--- config.mk ---
export PLATFORM = sky130hd
export DESIGN_NAME = uart_tx
export DESIGN_NICKNAME = d
export VERILOG_FILES = /design/src/rtl/uart_pkg.sv /design/src/rtl/uart_tx_parity.sv /design/src/rtl/uart_tx.sv
export SDC_FILE = /design/constraint.sdc
export NUM_CORES = 1
export LEC_CHECK = 0
export ABC_CLOCK_PERIOD_IN_PS = 1720
export CORE_UTILIZATION = 45
export CTS_CLUSTER_DIAMETER = 200
export DETAILED_ROUTE_END_ITERATION = 10
export GPL_TIMING_DRIVEN = 0
export PLACE_DENSITY = 0.78
export RECOVER_POWER = 25
export SYNTH_ARGS = -nofsm -noshare
export SYNTH_HDL_FRONTEND = slang
export SYNTH_SLANG_ARGS = --single-unit
export TNS_END_PERCENT = 20
--- constraint.sdc ---
create_clock -name clk -period 1.72 [get_ports clk]
set_clock_uncertainty 0.15 [all_clocks]
set_input_delay 0.172 -clock clk [delete_from_list [all_inputs] [get_ports clk]]
set_output_delay 0.172 -clock clk [all_outputs]
set_load 0.03 [all_outputs]
--- src/rtl/uart_pkg.sv ---
// Shared UART definitions: FSM state encodings, parity selectors,
// frame bit levels and the default data width.
package uart_pkg;

   localparam int DEF_DATA_WIDTH = 8;

   typedef enum logic [2:0] {
      IDLE   = 3'b000,
      START  = 3'b001,
      DATA   = 3'b011,
      PARITY = 3'b010,
      STOP   = 3'b110
   } uart_state_e;

   localparam logic PAR_EVEN  = 1'b0;
   localparam logic PAR_ODD   = 1'b1;
   localparam logic START_BIT = 1'b0;
   localparam logic STOP_BIT  = 1'b1;

endpackage

--- src/rtl/uart_tx_parity.sv ---
// Combinational parity generator: maps (data, parity type) to the parity bit.
// Even parity makes the total count of ones even, odd makes it odd.
module uart_tx_parity
   import uart_pkg::*;
#(
   parameter int DATA_WIDTH = DEF_DATA_WIDTH
) (
   input  logic [DATA_WIDTH-1:0] data_i,
   input  logic                  par_typ_i,
   output logic                  par_o
);

   // Select even (XOR reduction) or odd (XNOR reduction) parity
   always_comb begin
      par_o = ^data_i;
      if (par_typ_i == PAR_ODD) begin
         par_o = ~^data_i;
      end
   end

endmodule

--- src/rtl/uart_tx.sv ---
// UART transmitter, one clock per bit. Frame: start bit, DATA_WIDTH data bits
// LSB first, optional parity bit, one stop bit. Outputs are registered: the
// next-state logic also computes the line level for the next state, so
// tx_out/busy change on the same edge as the state.
// Handshake: a request (data_valid=1) is accepted on a rising edge only while
// busy=0; requests seen while busy=1 are dropped, nothing is queued.
module uart_tx
   import uart_pkg::*;
#(
   parameter int DATA_WIDTH = DEF_DATA_WIDTH
) (
   input  logic                  clk,
   input  logic                  rst,
   input  logic [DATA_WIDTH-1:0] p_data,
   input  logic                  data_valid,
   input  logic                  par_en,
   input  logic                  par_typ,
   output logic                  tx_out,
   output logic                  busy,
   output logic [2:0]            state_dbg
);

   localparam int            CW       = $clog2(DATA_WIDTH);
   localparam logic [CW-1:0] LAST_BIT = CW'(DATA_WIDTH - 1);

   uart_state_e           state_q, state_d;
   logic [CW-1:0]         cnt_q, cnt_d;
   logic [DATA_WIDTH-1:0] data_q, data_d;
   logic                  par_en_q, par_en_d;
   logic                  par_typ_q, par_typ_d;
   logic                  tx_q, tx_d;
   logic                  busy_q, busy_d;
   logic                  par_bit;

   // Parity is always derived from the latched frame, never the live inputs
   uart_tx_parity #(
      .DATA_WIDTH (DATA_WIDTH)
   ) u_parity (
      .data_i    (data_q),
      .par_typ_i (par_typ_q),
      .par_o     (par_bit)
   );

   // Next state plus the registered line level/busy for that next state
   always_comb begin
      state_d   = state_q;
      cnt_d     = cnt_q;
      data_d    = data_q;
      par_en_d  = par_en_q;
      par_typ_d = par_typ_q;
      tx_d      = STOP_BIT;
      busy_d    = 1'b1;
      case (state_q)
         IDLE: begin
            busy_d = 1'b0;
            if (data_valid) begin
               data_d    = p_data;
               par_en_d  = par_en;
               par_typ_d = par_typ;
               state_d   = START;
               tx_d      = START_BIT;
               busy_d    = 1'b1;
            end
         end
         START: begin
            state_d = DATA;
            cnt_d   = '0;
            tx_d    = data_q[0];
         end
         DATA: begin
            if (cnt_q == LAST_BIT) begin
               if (par_en_q) begin
                  state_d = PARITY;
                  tx_d    = par_bit;
               end else begin
                  state_d = STOP;
                  tx_d    = STOP_BIT;
               end
            end else begin
               cnt_d = cnt_q + CW'(1);
               tx_d  = data_q[cnt_d];
            end
         end
         PARITY: begin
            state_d = STOP;
            tx_d    = STOP_BIT;
         end
         STOP: begin
            state_d = IDLE;
            busy_d  = 1'b0;
         end
         default: begin
            state_d = IDLE;
            cnt_d   = '0;
            busy_d  = 1'b0;
         end
      endcase
   end

   // State, frame latch and output registers; reset forces the line idle
   always_ff @(posedge clk or negedge rst) begin
      if (!rst) begin
         state_q   <= IDLE;
         cnt_q     <= '0;
         data_q    <= '0;
         par_en_q  <= 1'b0;
         par_typ_q <= PAR_EVEN;
         tx_q      <= STOP_BIT;
         busy_q    <= 1'b0;
      end else begin
         state_q   <= state_d;
         cnt_q     <= cnt_d;
         data_q    <= data_d;
         par_en_q  <= par_en_d;
         par_typ_q <= par_typ_d;
         tx_q      <= tx_d;
         busy_q    <= busy_d;
      end
   end

   assign tx_out    = tx_q;
   assign busy      = busy_q;
   assign state_dbg = state_q;

endmodule

==> results.py, run 1 <==
metrics = {
    "run_status": {
        "status": "finished with violations",
        "violations": "setup timing",
    },
    "grt": {
        "grt_overflow": 0,
        "grt_use_total_pct": 19.1,
        "busiest_layer": "met2",
        "grt_max_degree": 19,
        "grt_pass1_wl_mm": 2.79,
        "grt_pass1_vias": 626,
        "grt_util_met1_pct": 22.7,
        "grtUsageMet2_pct": 29.9,
        "antenna_found_initial": 0,
        "use_met3_pct": 3.46,
    },
    "synthesis": {
        "postSynthAreaPerCell_um2": 12.6,
        "yosys_warnings": 0,
        "ys_seq_area_share_pct": 49.0,
        "yosys.area.top_type": "dfrtp_1",
        "syn_nets": 88,
        "synth.area.top_cells": "dfrtp_1 46%, mux2_2 13%, xnor2_1 3.8%, nor4b_2 3.3%, dfstp_2 2.8%",
        "ys_ff_latch": 18,
        "netlist_instances": 73,
        "syn-cell-area_um2": 922,
        "synth_cell_types": 29,
        "synth_top_area_share_pct": 46.1,
    },
    "pwr": {
        "cellPowerDensity_mw_per_mm2": 2080,
        "p_total_w": 0.00257,
        "leakagePower_nw": 0.512,
        "vdd_drop_max_uv": 1280,
    },
    "worst_setup_path": {
        "cp_data_arrival_time_ns": 1.83,
        "slowest_delay_ns": 0.49,
        "cp_max_fo": 4,
        "cp_cell_sequence": "ha_4 -> mux4_2 -> nand2b_4 -> nand3_2 -> o211ai_1",
        "required_ns": 1.78,
        "criticalPathCategory": "reg2reg",
        "slowest_stage": "mux4_2",
        "r2r_cells": 5,
        "end_kind": "register",
        "critPathLaunchType": "register",
    },
    "placed_design": {
        "placed_cells": 117,
        "place_congestion": 0.864,
        "post-place-ws_ns": -0.0997,
        "hpwl_mm": 1.21,
        "port_buffers": 17,
    },
    "clock_network": {
        "numCtsBuffers": 3,
        "cts_buffer_depth": 2,
        "cts_tree": "done",
        "cts-root-buf": "clkbuf_4",
        "clk_latency_ns": 0.30,
        "clk_pin_slew_ns": 0.10,
        "clkSinkCount": 18,
        "cts_max_level": 1,
        "cts_hold_buffers": 0,
    },
    "route": {
        "post_drt_via_cell_ratio": 5.25,
        "wl_mm": 1.65,
        "drt_iter0_drc": 13,
        "ant_nets": 0,
        "num_vias": 651,
        "wl_per_cell_um": 13.3,
        "drt_drc_violations_left": 0,
        "first_pass_iters": 4,
    },
    "final_layout": {
        "multiInputGateArea_um2": 487,
        "num-nets-final": 113,
        "antennaDiodeCount": 0,
        "layout-drive-gt1-share_pct": 33.0,
        "final_cell_count_no_fill": 124,
        "ff_latch_area_um2": 454,
        "n_fill_cell": 174,
        "post-route-util_pct": 63.6,
        "syn_to_final_growth_pct": 33.9,
        "layout_common_cells": "15 x dfrtp_1, 14 x clkdlybuf4s50_1, 11 x mux2_2, 4 x xnor2_1, 4 x nor2_1",
        "final_common_cell": "dfrtp_1",
    },
    "timing": {
        "rsz0062_at_grt": "yes",
        "setup_viol": 1,
        "worst_slack_ns": -0.0443,
        "period_share_pct": 103,
        "slew_violations": 0,
        "slew_headroom_pct": 45.8,
        "finalHoldViolCount": 0,
        "worstMarginPinSlew_ns": 0.811,
        "timing.final.crit_period_ns": 1.76,
        "fmax_mhz": 567,
    },
    "floorplan": {
        "row_count": 16,
        "fp.dieW_um": 47.3,
        "core_area_mm2": 0.00194,
        "chipHeight_um": 47.3,
        "initial_utilization_pct": 47.5,
        "ioPinCount": 18,
        "design.die.area_mm2": 0.00223,
    },
    "min_path": {
        "hp-class": "in2async",
    },
    "flow_run": {
        "maxCapViolCount": 0,
    },
}
-- cells by family (layout without fill, tap and decap cells) --
| kind of cell | Yosys count | after routing | synth area share (%) |
|---|---|---|---|
| simple gates | 16 | 16 | 11.4 |
| fa+ha+maj | 2 | 2 | 2.71 |
| xor+xnor | 7 | 7 | 8.14 |
| compound gates | 10 | 10 | 7.46 |
| flops | 18 | 18 | 49.0 |
| buf+inv | 6 | 30 | 3.26 |
| mux | 14 | 14 | 18.0 |
-- Yosys cell counts --
cell / number
a211oi_1: 1
a21boi_0: 1
a21oi_1: 1
a22o_1: 2
a22oi_1: 1
buf_2: 3
buf_4: 1
dfrtp_1: 17
dfstp_2: 1
ha_1: 2
inv_1: 2
mux2_2: 11
mux2i_1: 2
mux4_2: 1
nand2_1: 1
nand2b_1: 1
nand3_1: 1
nand4b_1: 1
nor2_1: 4
nor2b_1: 3
nor3_1: 2
nor3b_1: 1
nor4b_2: 2
o211ai_1: 1
o21ai_0: 2
o22ai_1: 1
xnor2_1: 4
xnor3_1: 1
xor2_1: 2
-- registers in the layout, summed over array words and instances (netlist names) --
name	cells
busy	1
cnt_q	3
data_q	8
par_en_q	1
par_typ_q	1
state_dbg	3
tx_out	1
-- worst max-delay path, delay by kind of cell (launching register included) --
kind,cells,cell delay (ns)
compound gates,1,0.09
fa+ha+maj,1,0.30
mux,1,0.49
flops,1,0.45
simple gates,2,0.20
-- worst paths after layout --
kind	startpoint	to	slack (ns)
worst min register to register	par_en_q	par_en_q	0.36
worst max-delay path	cnt_q[0]	tx_out	-0.04
min in group clk	p_data[4]	data_q[4]	0.32
worst min-delay path	rst	data_q[6]	0.25
worst max register to register	cnt_q[0]	tx_out	-0.04
max in group asynchronous	rst	state_dbg[2]	0.62
-- layout make-up --
class | count | share of cell area [%]
buffer | 4 | 2.13
clock buffer | 4 | 2.94
inverter | 2 | 0.608
multi-input combinational | 49 | 39.4
sequential | 18 | 36.8
tap | 27 | 2.74
timing repair buffer | 20 | 15.4
-- where the power goes --
group	internal, W	switching, W
clock network	0.000129	0.000134
logic	0.000865	0.000631
registers	0.000643	0.000173
total	0.00164	0.000937
-- stage by stage --
| step | TNS [ns] | hold slack, ns | area (um^2) |
|---|---|---|---|
| 6_report | -0.0443 | 0.250 | 1230 |
| 5_1_grt | -0.103 | 0.311 | 1230 |
| 4_1_cts | -0.0864 | 0.195 | 1190 |
| 3_5_place_dp | -0.749 | 0.342 | 1140 |
| 3_3_place_gp | -0.271 | 0.340 | 1140 |
| 2_1_floorplan | -0.00514 | -0.274 | 936 |
-- metal layers --
layer / vias to the layer above / wire length [um]
met3: 6 / 75
met5: - / 0
met2: 22 / 779
li1: 309 / -
met1: 314 / 733
met4: 0 / 61
-- timing repair --
action                     4_1_cts  5_1_grt
pin swaps                        1        2
buffers inserted                 0        3
resized for setup                6        3
setup endpoints to repair       14       14
Note: power is estimated with default switching activity, not from simulation.
==> run 2, diff against run 1 <==
--- a/config.mk
+++ b/config.mk
@@ -10,7 +10,7 @@
 export CTS_CLUSTER_DIAMETER = 200
 export DETAILED_ROUTE_END_ITERATION = 10
 export GPL_TIMING_DRIVEN = 0
-export PLACE_DENSITY = 0.78
+export PLACE_DENSITY = 0.74
 export RECOVER_POWER = 25
 export SYNTH_ARGS = -nofsm -noshare
 export SYNTH_HDL_FRONTEND = slang
==> run 2 against run 1 <==
Sequential share of layout area fell by 0.59 points. Largest power group unchanged. Final area rose by 1.6%. Combinational power barely moved. Cell count rose by 1.6%. Largest cell class unchanged. The run ends with DRC, setup timing left.
==> results.py, run 2 (synthesis gave the netlist of run 1 again) <==
metrics = {
    "route": {
        "wl_mm": 1.55,
        "num_vias": 647,
        "ant_nets": 0,
        "drt_iter0_drc": 3,
        "drt_drc_violations_left": 1,
        "first_pass_iters": 6,
        "post_drt_via_cell_ratio": 5.13,
        "wl_per_cell_um": 12.3,
    },
    "grt": {
        "grt_use_total_pct": 16.3,
        "antenna_found_initial": 0,
        "grt_pass1_wl_mm": 2.50,
        "grt_overflow": 0,
        "grt_pass1_vias": 576,
        "grt_max_degree": 19,
    },
    "floorplan": {
        "fp.dieW_um": 47.3,
        "design.die.area_mm2": 0.00223,
        "core_area_mm2": 0.00194,
        "row_count": 16,
        "chipHeight_um": 47.3,
        "initial_utilization_pct": 47.5,
        "ioPinCount": 18,
    },
    "timing": {
        "timing.final.crit_period_ns": 1.72,
        "whs_ns": 0.232,
        "setup_tns_ns": -0.00248,
        "rsz0062_at_grt": "yes",
        "slew_headroom_pct": 48.4,
        "setup_viol": 1,
        "finalHoldViolCount": 0,
        "worst_slack_ns": -0.00248,
        "period_share_pct": 100,
        "worstMarginPinSlew_ns": 0.771,
        "fmax_mhz": 581,
        "slew_violations": 0,
    },
    "pwr": {
        "pwr-share-seq_pct": 31.3,
        "cellPowerDensity_mw_per_mm2": 2080,
        "vdd_drop_max_uv": 1110,
        "p_total_w": 0.00261,
        "p_comb_share_pct": 58.8,
        "power_frac_clock_pct": 9.9,
        "p_int_w": 0.00168,
        "swShare_pct": 35.6,
        "leakagePower_nw": 0.524,
        "p_switching_w": 0.000929,
    },
    "worst_setup_path": {
        "cp_data_arrival_time_ns": 1.79,
        "r2r_cells": 5,
        "end_kind": "register",
        "cp_max_fo": 4,
        "critPathLaunchType": "register",
        "criticalPathCategory": "reg2reg",
        "required_ns": 1.79,
    },
    "final_layout": {
        "final_common_cell": "dfrtp_1",
        "layout_common_cells": "15 x dfrtp_1, 14 x clkdlybuf4s50_1, 11 x mux2_2, 7 x buf_4",
        "largest_register": "data_q",
        "postLayoutCellArea_mm2": 0.00125,
        "num-nets-final": 115,
        "antennaDiodeCount": 0,
        "syn_to_final_growth_pct": 36.1,
        "largest_reg_flops": 8,
        "layout-drive-gt1-share_pct": 34.3,
    },
    "placed_design": {
        "port_buffers": 17,
        "place_congestion": 0.701,
        "place_area_mm2": 0.00114,
        "hpwl_mm": 1.07,
    },
    "flow_run": {
        "maxCapViolCount": 0,
    },
    "clock_network": {
        "clk_latency_ns": 0.30,
        "cts_buffer_depth": 2,
        "cts-root-buf": "clkbuf_4",
        "cts_tree": "done",
        "clk_pin_slew_ns": 0.10,
        "cts_max_level": 1,
        "clkSinkCount": 18,
        "numCtsBuffers": 3,
        "cts_hold_buffers": 0,
    },
    "run_status": {
        "violations": "DRC, setup timing",
        "status": "finished with violations",
    },
    "min_path": {
        "hp-class": "in2async",
    },
}
[run 2: cell types whose count changed in the layout (fill, tap and decap cells not counted), sizes merged]
cell	before	now
buf	7	9
[run 2: worst paths after layout]
path / start / end / slack, ns
min reg2reg: par_en_q / par_en_q / 0.38
min in group clk: p_data[1] / data_q[1] / 0.33
max in group asynchronous: rst / cnt_q[0] / 0.65
max: cnt_q[0] / tx_out / -0.002
max reg2reg: cnt_q[0] / tx_out / -0.002
min: rst / busy / 0.23
[run 2: power by group through the flow]
stage | Sequential [W] | Combinational [W] | Clock, W
4_1_cts | 0.000824 | 0.00137 | 0.000267
6_report | 0.000817 | 0.00153 | 0.000258
2_1_floorplan | 0.000896 | 0.000987 | 0
3_5_place_dp | 0.000827 | 0.00136 | 0
3_3_place_gp | 0.000816 | 0.00134 | 0
5_1_grt | 0.000849 | 0.00167 | 0.000278
[run 2: metrics by stage]
step                instances  worst slack (ns)  util (%)
detailed placement        117            -0.105      58.7
finish                    126          -0.00248      64.6
global placement          117           -0.0777      58.7
global route              126           -0.0520      64.6
CTS                       121           -0.0731      61.1
floorplan                  73          -0.00514         -
[run 2: layout make-up]
class / instances / area, um^2
inverters: 2 / 7.51
repair buffers: 22 / 205
well taps: 27 / 33.8
clock buffers: 4 / 36.3
plain buffers: 4 / 31.3
multi-input cells: 49 / 487
flip-flops and latches: 18 / 454
fillers: 160 / 687
[run 2: what timing repair did]
item	in CTS	in global routing
resized for setup	4	12
gates cloned	0	1
endpoints found under the setup margin	4	12
setup buffers	0	4
pin swaps	1	2
[run 2: worst max-delay path: stages (launching register included)]
cell	delay [ns]
dfrtp_2	0.44
ha_4	0.29
mux4_2	0.48
nand2b_4	0.15
nand3_2	0.05
o211ai_1	0.09
[run 2: routing by layer]
layer | up-vias | track usage [%] | wire (um)
met4 | 0 | 10.3 | 28
met5 | - | 0 | 0
met3 | 2 | 2.31 | 44
li1 | 317 | - | -
met2 | 11 | 24.1 | 749
met1 | 317 | 22.4 | 728
